**src/rtl/mips_hazard_ctrl.sv**
```systemverilog
// mips_hazard_ctrl: load-use / MDU interlock stall and taken-branch flush control with a saturating stall counter
module mips_hazard_ctrl #(
  parameter int REG_AW     = 5,
  parameter int LOAD_STALL = 1,
  parameter int MDU_LAT    = 4,
  parameter int CNT_W      = 16
) (
  input  logic              clk,
  input  logic              reset,
  input  logic              mem_read_ex,
  input  logic [REG_AW-1:0] rt_ex,
  input  logic [REG_AW-1:0] rs_id,
  input  logic [REG_AW-1:0] rt_id,
  input  logic              uses_rs_id,
  input  logic              uses_rt_id,
  input  logic              mdu_start_ex,
  input  logic              mdu_use_id,
  input  logic              branch_taken_id,
  output logic              pc_write,
  output logic              if_id_write,
  output logic              stall,
  output logic              if_id_flush,
  output logic              mdu_busy,
  output logic [CNT_W-1:0]  stall_cycles
);
  logic [3:0] ld_cnt_q, ld_cnt_d;
  logic [5:0] mdu_cnt_q, mdu_cnt_d;
  logic [CNT_W-1:0] cnt_q, cnt_d;
  logic lu_hit, mdu_hit, hazard;
  always_comb begin
    lu_hit = mem_read_ex && rt_ex != '0 &&
             ((uses_rs_id && rt_ex == rs_id) || (uses_rt_id && rt_ex == rt_id));
    mdu_busy = !reset && mdu_cnt_q != '0;
    mdu_hit = mdu_use_id && mdu_busy;
    hazard = lu_hit || ld_cnt_q != '0 || mdu_hit;
    stall = !reset && hazard;
    pc_write = !stall;
    if_id_write = !stall;
    if_id_flush = !reset && branch_taken_id && !hazard;
    // the hold counter covers the cycles after the detecting one, so it loads LOAD_STALL-1
    ld_cnt_d = ld_cnt_q != '0 ? ld_cnt_q - 4'd1 : lu_hit ? 4'(LOAD_STALL - 1) : '0;
    mdu_cnt_d = mdu_start_ex ? 6'(MDU_LAT) : mdu_cnt_q != '0 ? mdu_cnt_q - 6'd1 : '0;
    cnt_d = stall && cnt_q != '1 ? cnt_q + CNT_W'(1) : cnt_q;
  end
  always_ff @(posedge clk) begin
    if (reset) begin
      ld_cnt_q <= '0;
      mdu_cnt_q <= '0;
      cnt_q <= '0;
    end else begin
      ld_cnt_q <= ld_cnt_d;
      mdu_cnt_q <= mdu_cnt_d;
      cnt_q <= cnt_d;
    end
  end
  assign stall_cycles = cnt_q;
endmodule

```
**config.mk**
```make
export PLATFORM = sky130hd
export DESIGN_NAME = mips_hazard_ctrl
export DESIGN_NICKNAME = d
export VERILOG_FILES = /design/src/rtl/mips_hazard_ctrl.sv
export SDC_FILE = /design/constraint.sdc
export NUM_CORES = 1
export LEC_CHECK = 0
export BUFFER_PORTS_ARGS = -buffer_cell sky130_fd_sc_hd__buf_2
export CAP_MARGIN = 15
export CORE_ASPECT_RATIO = 1.2
export CORE_UTILIZATION = 50
export DETAILED_ROUTE_END_ITERATION = 12
export PLACE_DENSITY = 0.76
export SYNTH_ARGS = -nofsm -noshare
export SYNTH_HDL_FRONTEND = slang
export SYNTH_SLANG_ARGS = --single-unit
export TNS_END_PERCENT = 50
```
**constraint.sdc**
```tcl
create_clock -name clk -period 4.2 [get_ports clk]
set_input_delay 1.26 -clock clk [delete_from_list [all_inputs] [get_ports clk]]
set_output_delay 1.26 -clock clk [all_outputs]
set_load 0.01 [all_outputs]
```
==> impl_metrics.tcl <==
set metrics [dict create \
    status "complete, no violations" \
    cts_tree "built" \
    worstSetupStartpointType "primary input" \
    dieHeight_um 60.5 \
    timing.max_slew.rel_slack_pct 60.7 \
    synth_cell_types 38 \
    post_synth_most_frequent_cells "sky130_fd_sc_hd__dfxtp_1 (26), sky130_fd_sc_hd__a21oi_1 (16), sky130_fd_sc_hd__nor2_1 (15)" \
    postSynthNetCount 196 \
    family_with_the_most_delay_on_the_worst_path "simple AND/OR/NAND/NOR gates" \
    critical_path_peak_fanout 6 \
    number_of_antenna_violations_at_the_first_check_in_global_routing 0 \
    worst_path_most_repeated_cell "sky130_fd_sc_hd__buf_2" \
    setup_tns_ns 0 \
    final-seq-area_um2 520 \
    routed_wire_length_per_instance_um 12.8 \
    layoutNonFillerInstCount 244 \
    p_int_mw 0.451 \
    cts-htree-levels 1 \
    comb_power_share_pct 44.6 \
    post_cts_resized 0 \
    syn2layout_area_growth_pct 17.4 \
    synth_flop_cell "sky130_fd_sc_hd__dfxtp_1" \
    worst_ir_drop_vdd_v 0.000267 \
    clock-sinks 26 \
    worstPathArrival_ns 2.73 \
    place.port_buffers 43 \
    max-cap-violations 0 \
    design.portCount 44 \
    syn_warnings 0 \
    first_pass_grt_wire_length_um 4990 \
    power_switching_share_pct 41.1 \
    max_stage_delay_ns 0.55 \
    period_share_pct 94.9 \
    route.detailed.vias_per_inst 5.60 \
    place_congestion 0.792 \
    clkPwrFrac_pct 13.5 \
    kind_of_capture_point_of_the_worst_setup_path "output pin" \
    multiInputGateArea_um2 825 \
    floorplan_core_area_um2 2630 \
    tightestPinTransition_ns 0.589 \
    detailedPlacementHpwl_um 2370 \
    maxClockFrequency_mhz 251 \
    drv_slew 0 \
    drt_pre_antenna_iters 4 \
    post_synth_top_area_share_pct 36.5 \
    dpl.cell_count 241 \
    detail-route-antenna-nets 0 \
    clock_latency_ns 0.31 \
    min_delay_path_depth 1 \
    synth_cells 169 \
    whs_endpoint "mdu_cnt_q[0]$_SDFF_PP0_" \
    post_synth_main_area_contributors "sky130_fd_sc_hd__dfxtp_1 (36%), sky130_fd_sc_hd__xnor2_1 (6.7%), sky130_fd_sc_hd__a21oi_1 (5.6%)" \
    critical_path_required_ns 2.94 \
    syn_area_per_cell_um2 8.45 \
    antenna-diode-count 0 \
    synth-seq-cells 26 \
    switchingPower_mw 0.314 \
    cts.path.max_buffers 2 \
    finalSetupViolations 0 \
    synth_async_sr_flop_share_pct 0 \
    post_route_cells_drive_above_1_share_pct 25.1 \
    drc 0 \
    cts_buffers 3 \
    static-leakage-power_nw 0.696 \
    timing.reg2reg.worst_path_depth 7 \
    ys_seq_area_share_pct 36.5 \
    via_count_of_the_first_global_routing_pass 1215 \
    hold_start "mdu_cnt_q[0]$_SDFF_PP0_" \
    period_needed_ns 3.99 \
    yosys.area.top_type "sky130_fd_sc_hd__dfxtp_1" \
    initial_utilization_pct 54.3 \
    power_per_cell_area_nw_per_um2 457 \
    kind_of_critical_path "primary input to output pin" \
    post_synth_instance_area_um2 1430 \
    most_numerous_cell_in_the_yosys_netlist "sky130_fd_sc_hd__dfxtp_1" \
    placement_rows 20 \
    timing.final.hold_violations 0 \
    cts_post_setup_buffers_inserted 0 \
    horizontal_extent_of_the_die_um 50.8 \
    setup_slack_ns 0.213 \
    setup.reg_to_reg.worst_slack_ns 1.77 \
    cp_cell_sequence "buf_2 -> or4_1 -> o21a_1 -> a21oi_2 -> or2_2 -> inv_1 -> buf_2" \
    fin_nets 240 \
    r2r-end "stall_cycles[15]$_SDFFE_PP0P_" \
    grt_setup_unrepaired "no" \
    seqPwrFrac_pct 41.9 \
    final_hold_slack_ns 0.453 \
    fillCellCount 251 \
    wirelength_um 3130 \
    grt_start_max_net_pins 26 \
    clk_transition_reported_paths_ns 0.13 \
    clock_skew_ns 0.00373 \
    ctsHoldBuffers 0 \
    cts.root.buffer_cell "sky130_fd_sc_hd__clkbuf_4" \
    hold_path.class "flop to flop" \
    design.die.area_um2 3070 \
    launch_point_of_the_worst_reg_to_reg_path "stall_cycles[0]$_SDFFE_PP0P_" \
    preCtsSetupSlack_ns 0.0984 \
    synth-edff-count 0 \
    grt-ovfl-total 0 \
    first_iter_violations 16 \
    critical_path.slowest_cell "sky130_fd_sc_hd__or4_1" \
    cp_num_buf_inv 3 \
    global_route_usage_over_all_layers_pct 21.4 \
    final_design_utilization_pct 63.8 \
    dr_total_vias 1367 \
]
## worst max path at each step
| stage | start | to | slack, ns | cells past startpoint |
|---|---|---|---|---|
| 6_report | rt_ex[1] | stall | 0.21 | 7 |
| 5_1_grt | rt_ex[1] | stall | 0.14 | 7 |
| 4_1_cts | rt_ex[1] | stall | 0.1 | 7 |
| 3_5_place_dp | rt_ex[1] | stall | 0.1 | 7 |
| 3_3_place_gp | rt_ex[1] | stall | 0.20 | 7 |
| 2_1_floorplan | rt_ex[1] | pc_write | 0.42 | 5 |
## kinds of logic after synthesis
logic type / synth area share, %
mux: 2.28
simple gates: 27.5
compound gates: 15.0
flops: 36.5
buf+inv: 6.05
fa+ha+maj: 3.51
xor+xnor: 9.20
## stage by stage
step | area, µm² | power [mW]
floorplan | 1430 | 0.621
global placement | 1650 | 0.644
detailed placement | 1650 | 0.662
CTS | 1670 | 0.768
global route | 1680 | 0.826
finish | 1680 | 0.765
## cell type report
type | count | share of cell area, %
Tap cell | 33 | 2.46
Clock buffer | 3 | 1.34
Sequential cell | 26 | 31.0
Inverter | 12 | 2.69
Multi-Input combinational cell | 126 | 49.2
Timing Repair Buffer | 44 | 13.3
## cell usage in the layout, fill, tap and decap left out, types with 2 or more instances in the layout
cell / synthesis / final
sky130_fd_sc_hd__a21oi_1: 16 / 15
sky130_fd_sc_hd__and3_1: 2 / 2
sky130_fd_sc_hd__buf_2: 0 / 43
sky130_fd_sc_hd__clkbuf_4: 0 / 3
sky130_fd_sc_hd__dfxtp_1: 26 / 26
sky130_fd_sc_hd__ha_1: 4 / 4
sky130_fd_sc_hd__inv_1: 12 / 12
sky130_fd_sc_hd__nand2_1: 9 / 9
sky130_fd_sc_hd__nand3_1: 6 / 6
sky130_fd_sc_hd__nand4_1: 9 / 9
sky130_fd_sc_hd__nor2_1: 15 / 15
sky130_fd_sc_hd__nor3_1: 4 / 4
sky130_fd_sc_hd__nor4_1: 3 / 3
sky130_fd_sc_hd__o21ai_1: 6 / 6
sky130_fd_sc_hd__o31ai_1: 5 / 5
sky130_fd_sc_hd__or3_1: 9 / 9
sky130_fd_sc_hd__or4_1: 7 / 7
sky130_fd_sc_hd__xnor2_1: 11 / 11
sky130_fd_sc_hd__xor2_1: 4 / 4
## worst register-to-register path: cells and delay by family, from the launching register on
family	cells	cell delay, ns
adders and majority gates	1	0.29
and+or+nand+nor	3	0.66
AOI/OAI and AO/OA	2	0.63
muxes	1	0.32
DFF	1	0.43
## power by group through the flow
stage / Sequential [mW] / Clock [mW] / Combinational, mW
after global placement: 0.322 / 0 / 0.322
after global routing: 0.327 / 0.116 / 0.383
final: 0.320 / 0.104 / 0.341
after floorplan: 0.323 / 0 / 0.298
after CTS: 0.320 / 0.108 / 0.339
after detailed placement: 0.325 / 0 / 0.337
## per-layer routing
metal / wire [µm] / GRT usage [%]
met1: 1450 / 24.3
met2: 1550 / 39.4
met3: 119 / 3.26
met4: 18 / 9.92
met5: 0 / 0
## state kept, by name, summed over array words and instances (netlist names)
signal and flops:
stall_cycles 16, mdu_cnt_q 6, ld_cnt_q 4
(Power assumes the default switching activity.)
